===== src/rtl/round_robin_arbiter_if.sv =====
// Request/grant bundle between requesters and the round-robin arbiter.
// The lock signal exists only when ARBITER_LOCK_EN is defined.
interface round_robin_arbiter_if #(
   parameter int N = 2
);
   logic [2**N-1:0] req;
   logic            gnt_ready;
   logic [N-1:0]    gnt_idx;
   logic            gnt_valid;
`ifdef ARBITER_LOCK_EN
   logic            lock;

   modport master (
      output req, gnt_ready, lock,
      input  gnt_idx, gnt_valid
   );

   modport slave (
      input  req, gnt_ready, lock,
      output gnt_idx, gnt_valid
   );
`else
   modport master (
      output req, gnt_ready,
      input  gnt_idx, gnt_valid
   );

   modport slave (
      input  req, gnt_ready,
      output gnt_idx, gnt_valid
   );
`endif
endinterface


===== src/rtl/round_robin_arbiter.sv =====
// Sticky round-robin arbiter over 2**N requesters with a one-cycle bubble between grants.
// Optional grant retention via the lock input is compiled in with ARBITER_LOCK_EN.
module round_robin_arbiter #(
   parameter int N = 2
) (
   input logic                  clock,
   input logic                  reset,
   round_robin_arbiter_if.slave bus
);

   localparam int              NREQ     = 2**N;
   localparam logic [N-1:0]    PTR_STEP = N'(1);

   typedef enum logic {
      IDLE  = 1'b0,
      GRANT = 1'b1
   } state_t;

   state_t         state_q;
   logic [N-1:0]   ptr_q;
   logic [N-1:0]   gnt_idx_q;
   logic           gnt_valid_q;

   logic [N-1:0]   scan_s;
   logic [N-1:0]   sel_idx_d;
   logic           sel_found_d;
   logic           release_d;

   // First set request at or after ptr_q, wrapping modulo 2**N
   always_comb begin
      sel_idx_d   = '0;
      sel_found_d = 1'b0;
      scan_s      = '0;
      for (int k = 0; k < NREQ; k++) begin
         scan_s = ptr_q + N'(k);
         if (!sel_found_d && bus.req[scan_s]) begin
            sel_found_d = 1'b1;
            sel_idx_d   = scan_s;
         end else begin
            sel_found_d = sel_found_d;
         end
      end
   end

   // A handshake releases the grant unless the requester holds it locked
   always_comb begin
`ifdef ARBITER_LOCK_EN
      release_d = bus.gnt_ready & ~bus.lock;
`else
      release_d = bus.gnt_ready;
`endif
   end

   // Arbitration FSM with registered grant outputs
   always_ff @(posedge clock or negedge reset) begin
      if (!reset) begin
         state_q     <= IDLE;
         ptr_q       <= '0;
         gnt_idx_q   <= '0;
         gnt_valid_q <= 1'b0;
      end else begin
         case (state_q)
            IDLE: begin
               if (sel_found_d) begin
                  gnt_idx_q   <= sel_idx_d;
                  gnt_valid_q <= 1'b1;
                  state_q     <= GRANT;
               end else begin
                  gnt_valid_q <= 1'b0;
                  state_q     <= IDLE;
               end
            end
            GRANT: begin
               // Request deassertion is ignored here: grants stay until accepted
               if (release_d) begin
                  ptr_q       <= gnt_idx_q + PTR_STEP;
                  gnt_valid_q <= 1'b0;
                  state_q     <= IDLE;
               end else begin
                  gnt_valid_q <= 1'b1;
                  state_q     <= GRANT;
               end
            end
            default: begin
               gnt_valid_q <= 1'b0;
               state_q     <= IDLE;
            end
         endcase
      end
   end

   assign bus.gnt_idx   = gnt_idx_q;
   assign bus.gnt_valid = gnt_valid_q;

endmodule

===== src/flat_wrapper.sv =====
// flat-port wrapper written by rule: the top's interface ports become plain ports
module round_robin_arbiter_flat 
#(
   parameter int N = 2
)
  (clock, reset, bus_req, bus_gnt_ready, bus_gnt_idx, bus_gnt_valid);
  round_robin_arbiter_if #(.N(N)) bus_i ();
  input logic clock;
  input logic reset;
  input wire logic [$bits(bus_i.req)-1:0] bus_req;
  input wire logic [$bits(bus_i.gnt_ready)-1:0] bus_gnt_ready;
  output wire logic [$bits(bus_i.gnt_idx)-1:0] bus_gnt_idx;
  output wire logic [$bits(bus_i.gnt_valid)-1:0] bus_gnt_valid;
  assign bus_i.req = bus_req;
  assign bus_i.gnt_ready = bus_gnt_ready;
  assign bus_gnt_idx = bus_i.gnt_idx;
  assign bus_gnt_valid = bus_i.gnt_valid;
  round_robin_arbiter #(.N(N)) u_core (.clock(clock), .reset(reset), .bus(bus_i));
endmodule

===== config.mk =====
export PLATFORM = sky130hd
export DESIGN_NAME = round_robin_arbiter_flat
export DESIGN_NICKNAME = d
export VERILOG_FILES = /design/src/rtl/round_robin_arbiter_if.sv /design/src/rtl/round_robin_arbiter.sv /design/src/flat_wrapper.sv
export SDC_FILE = /design/constraint.sdc
export NUM_CORES = 1
export LEC_CHECK = 0
export CORE_AREA = 2 2 39 41
export DETAILED_ROUTE_END_ITERATION = 8
export DIE_AREA = 0 0 41 43
export PLACE_DENSITY_LB_ADDON = 0.3
export SYNTH_ARGS = -nofsm -noshare
export SYNTH_HDL_FRONTEND = slang
export SYNTH_SLANG_ARGS = --single-unit

===== constraint.sdc =====
create_clock -name clock -period 1.4 [get_ports clock]
set_input_delay 0.28 -clock clock [delete_from_list [all_inputs] [get_ports clock]]
set_output_delay 0.28 -clock clock [all_outputs]
set_load 0.005 [all_outputs]

==> flow_summary.ini <==
[grt]
grt_max_degree = 7
grt-ovfl-total = 0
grt_antenna_before_repair = 0
grtUsageTotal_pct = 9.17
grt_pass1_vias = 267
grt_pass1_wl_um = 1070

[place]
dp.cells = 57
hpwlAfterDp_um = 488
gp_congestion = 0.677
placed_area_um2 = 413
port_buffers = 9

[timing]
maxSlewHeadroom_pct = 82.1
report.final.hold_viol_count = 0
drv_slew = 0
fmax_ghz = 0.750
holdWs_ns = 0.257
setup_viol = 0
worst_pin_slew_ns = 0.266
fin_crit_sh_pct = 95.2
fin_crit_ns = 1.33
fin_skew_ns = 0.00567
rsz0062_at_grt = no

[critical_path]
crit_required_ns = 1.54
crit_type = input pin to flip-flop
r2r_cells = 3
startpoint = bus_req[0]
r2r_start = u_core.state_q$_DFF_PN0_
cp_max_fo = 4
startpoint_type = input pin
cp-end-kind = flip-flop
arrival_ns = 1.47

[detailed_routing]
drt-vias-per-instance = 4.39
post_drt_wl_per_cell_um = 10.1
drtIter0Drc = 4
first_pass_iters = 4
wirelength_um = 644
via_count = 281
route.detailed.drc = 0
ant_nets = 0

[power]
max-vdd-ir-drop_v = 0.000557
powerDensity_nw_per_um2 = 1360
total_power_uw = 647
power_leakage_uw = 0.000229

[yosys]
synth_ff_type = dfrtp_1
netlist.area_leader.share_pct = 44.6
syn_nets = 36
yosysTopAreaCell = dfrtp_1
syn-instance-count = 29
synth-seq-area-share_pct = 44.6
ys_async_sr_fraction_pct = 100
synthDistinctLibCells = 14
synth_area_leaders = dfrtp_1, o21ai_0, nand2_1, o41ai_2, nand2b_1
synth_edf_count = 0
synth_seq_cells = 5
synth_common_cells = nand2_1, o21ai_0, dfrtp_1
yosysWarnings = 0
synth_area_um2 = 280
synth.avg_cell_area_um2 = 9.66

[final_layout]
layout-drive-gt1-share_pct = 22.9
nFillCells = 145
synthToLayoutAreaGrowth_pct = 70.1
layoutNonFillerInstCount = 64
multi_input_area_um2 = 164
regArea_um2 = 125
finalInstanceArea_um2 = 477
diodes = 0
nets = 56

[floorplan]
dieArea_um2 = 1760
die_h_um = 43
core_area_um2 = 1380
die_x_um = 41
std_cell_rows = 14
ioPinCount = 10
start_util_pct = 20.3

[cts]
cts_sinks = 5
path_clk_slew_ns = 0.04
hold_buffers = 0
ctsLongestPathBuffers = 2
cts_tree = built
clkLatencyLatePin_ns = 0.24
h-tree-depth = 1
cts_root_buf = clkbuf_4
numCtsBuffers = 3

[outcome]
status = finished, final reports clean

[min_path]
hold_path_class = input pin to async pin

[job]
drv_cap = 0
[final cells by class]
type	count	area share [%]
multi-input combinational	24	34.4
timing repair buffer	15	29.7
sequential	5	26.2
clock buffer	4	5.51
tap	16	4.20
[cell families after synthesis]
logic type	Yosys count	synth area share [%]
muxes	1	3.57
DFF	5	44.6
xor gates and xnor gates	1	3.13
AOI/OAI and AO/OA	9	21.4
and+or+nand+nor	13	27.2
[state kept, by name (all words and copies together), names as in the netlist]
name,flops
u_core.bus.gnt_idx,2
u_core.ptr_q,2
u_core.state_q,1
[report_power, final]
part / total, uW / switching (uW) / internal, uW
Combinational: 247 / 96.8 / 150
Clock: 163 / 55.4 / 108
Sequential: 237 / 45.4 / 191
Total: 647 / 198 / 449
[metal layers]
metal	up-vias	track usage [%]	routed length, um
met3	0	1.57	53
met4	0	8.00	0
met1	123	12.7	341
li1	148	-	-
met2	10	11.6	249
met5	-	0	0
[layout by cell type (no fill, tap or decap)]
cell type	netlist	routed
xnor2_1	1	1
nor3b_1	1	1
a21oi_1	1	1
o41ai_1	1	1
o41ai_2	1	1
nand4b_1	1	1
nor4_4	0	1
dlygate4sd2_1	0	1
nand2b_1	2	2
and3_1	1	1
or2_1	1	1
clkdlybuf4s50_1	0	5
o21ai_0	6	6
dlymetal6s2s_1	0	3
mux2i_1	1	1
clkbuf_4	0	3
dfrtp_1	5	5
nand2_1	6	6
buf_4	0	6
clkbuf_1	0	1
[worst max-delay path, stage by stage]
cell and delay, ns:
clkdlybuf4s50_1 0.57, nor4_4 0.06, or2_1 0.24, o41ai_2 0.32
[final timing paths]
check	slack (ns)	to
max	0.07	u_core.bus.gnt_idx[0]$_DFFE_PN0P_
min	0.26	u_core.state_q$_DFF_PN0_
max reg2reg	0.19	u_core.bus.gnt_idx[0]$_DFFE_PN0P_
min reg2reg	0.56	u_core.bus.gnt_idx[1]$_DFFE_PN0P_
max in group asynchronous	0.95	u_core.ptr_q[0]$_DFFE_PN0P_
min in group clock	0.50	u_core.state_q$_DFF_PN0_
[through the flow]
stage | TNS [ns] | setup WS [ns] | utilization [%]
after floorplan | 0 | 0.344 | -
after global placement | -0.450 | -0.203 | 29.8
after detailed placement | -0.387 | -0.176 | 29.8
after CTS | 0 | 0.0107 | 33.3
after global routing | 0 | 0.0103 | 34.4
final | 0 | 0.0674 | 34.4
[repair_timing]
item                       4_1_cts  5_1_grt
gates cloned                     0        0
setup endpoints to repair        3        4
buffers inserted                 3        0
resized for setup                1        4
Power figures use the tool's default switching activity.
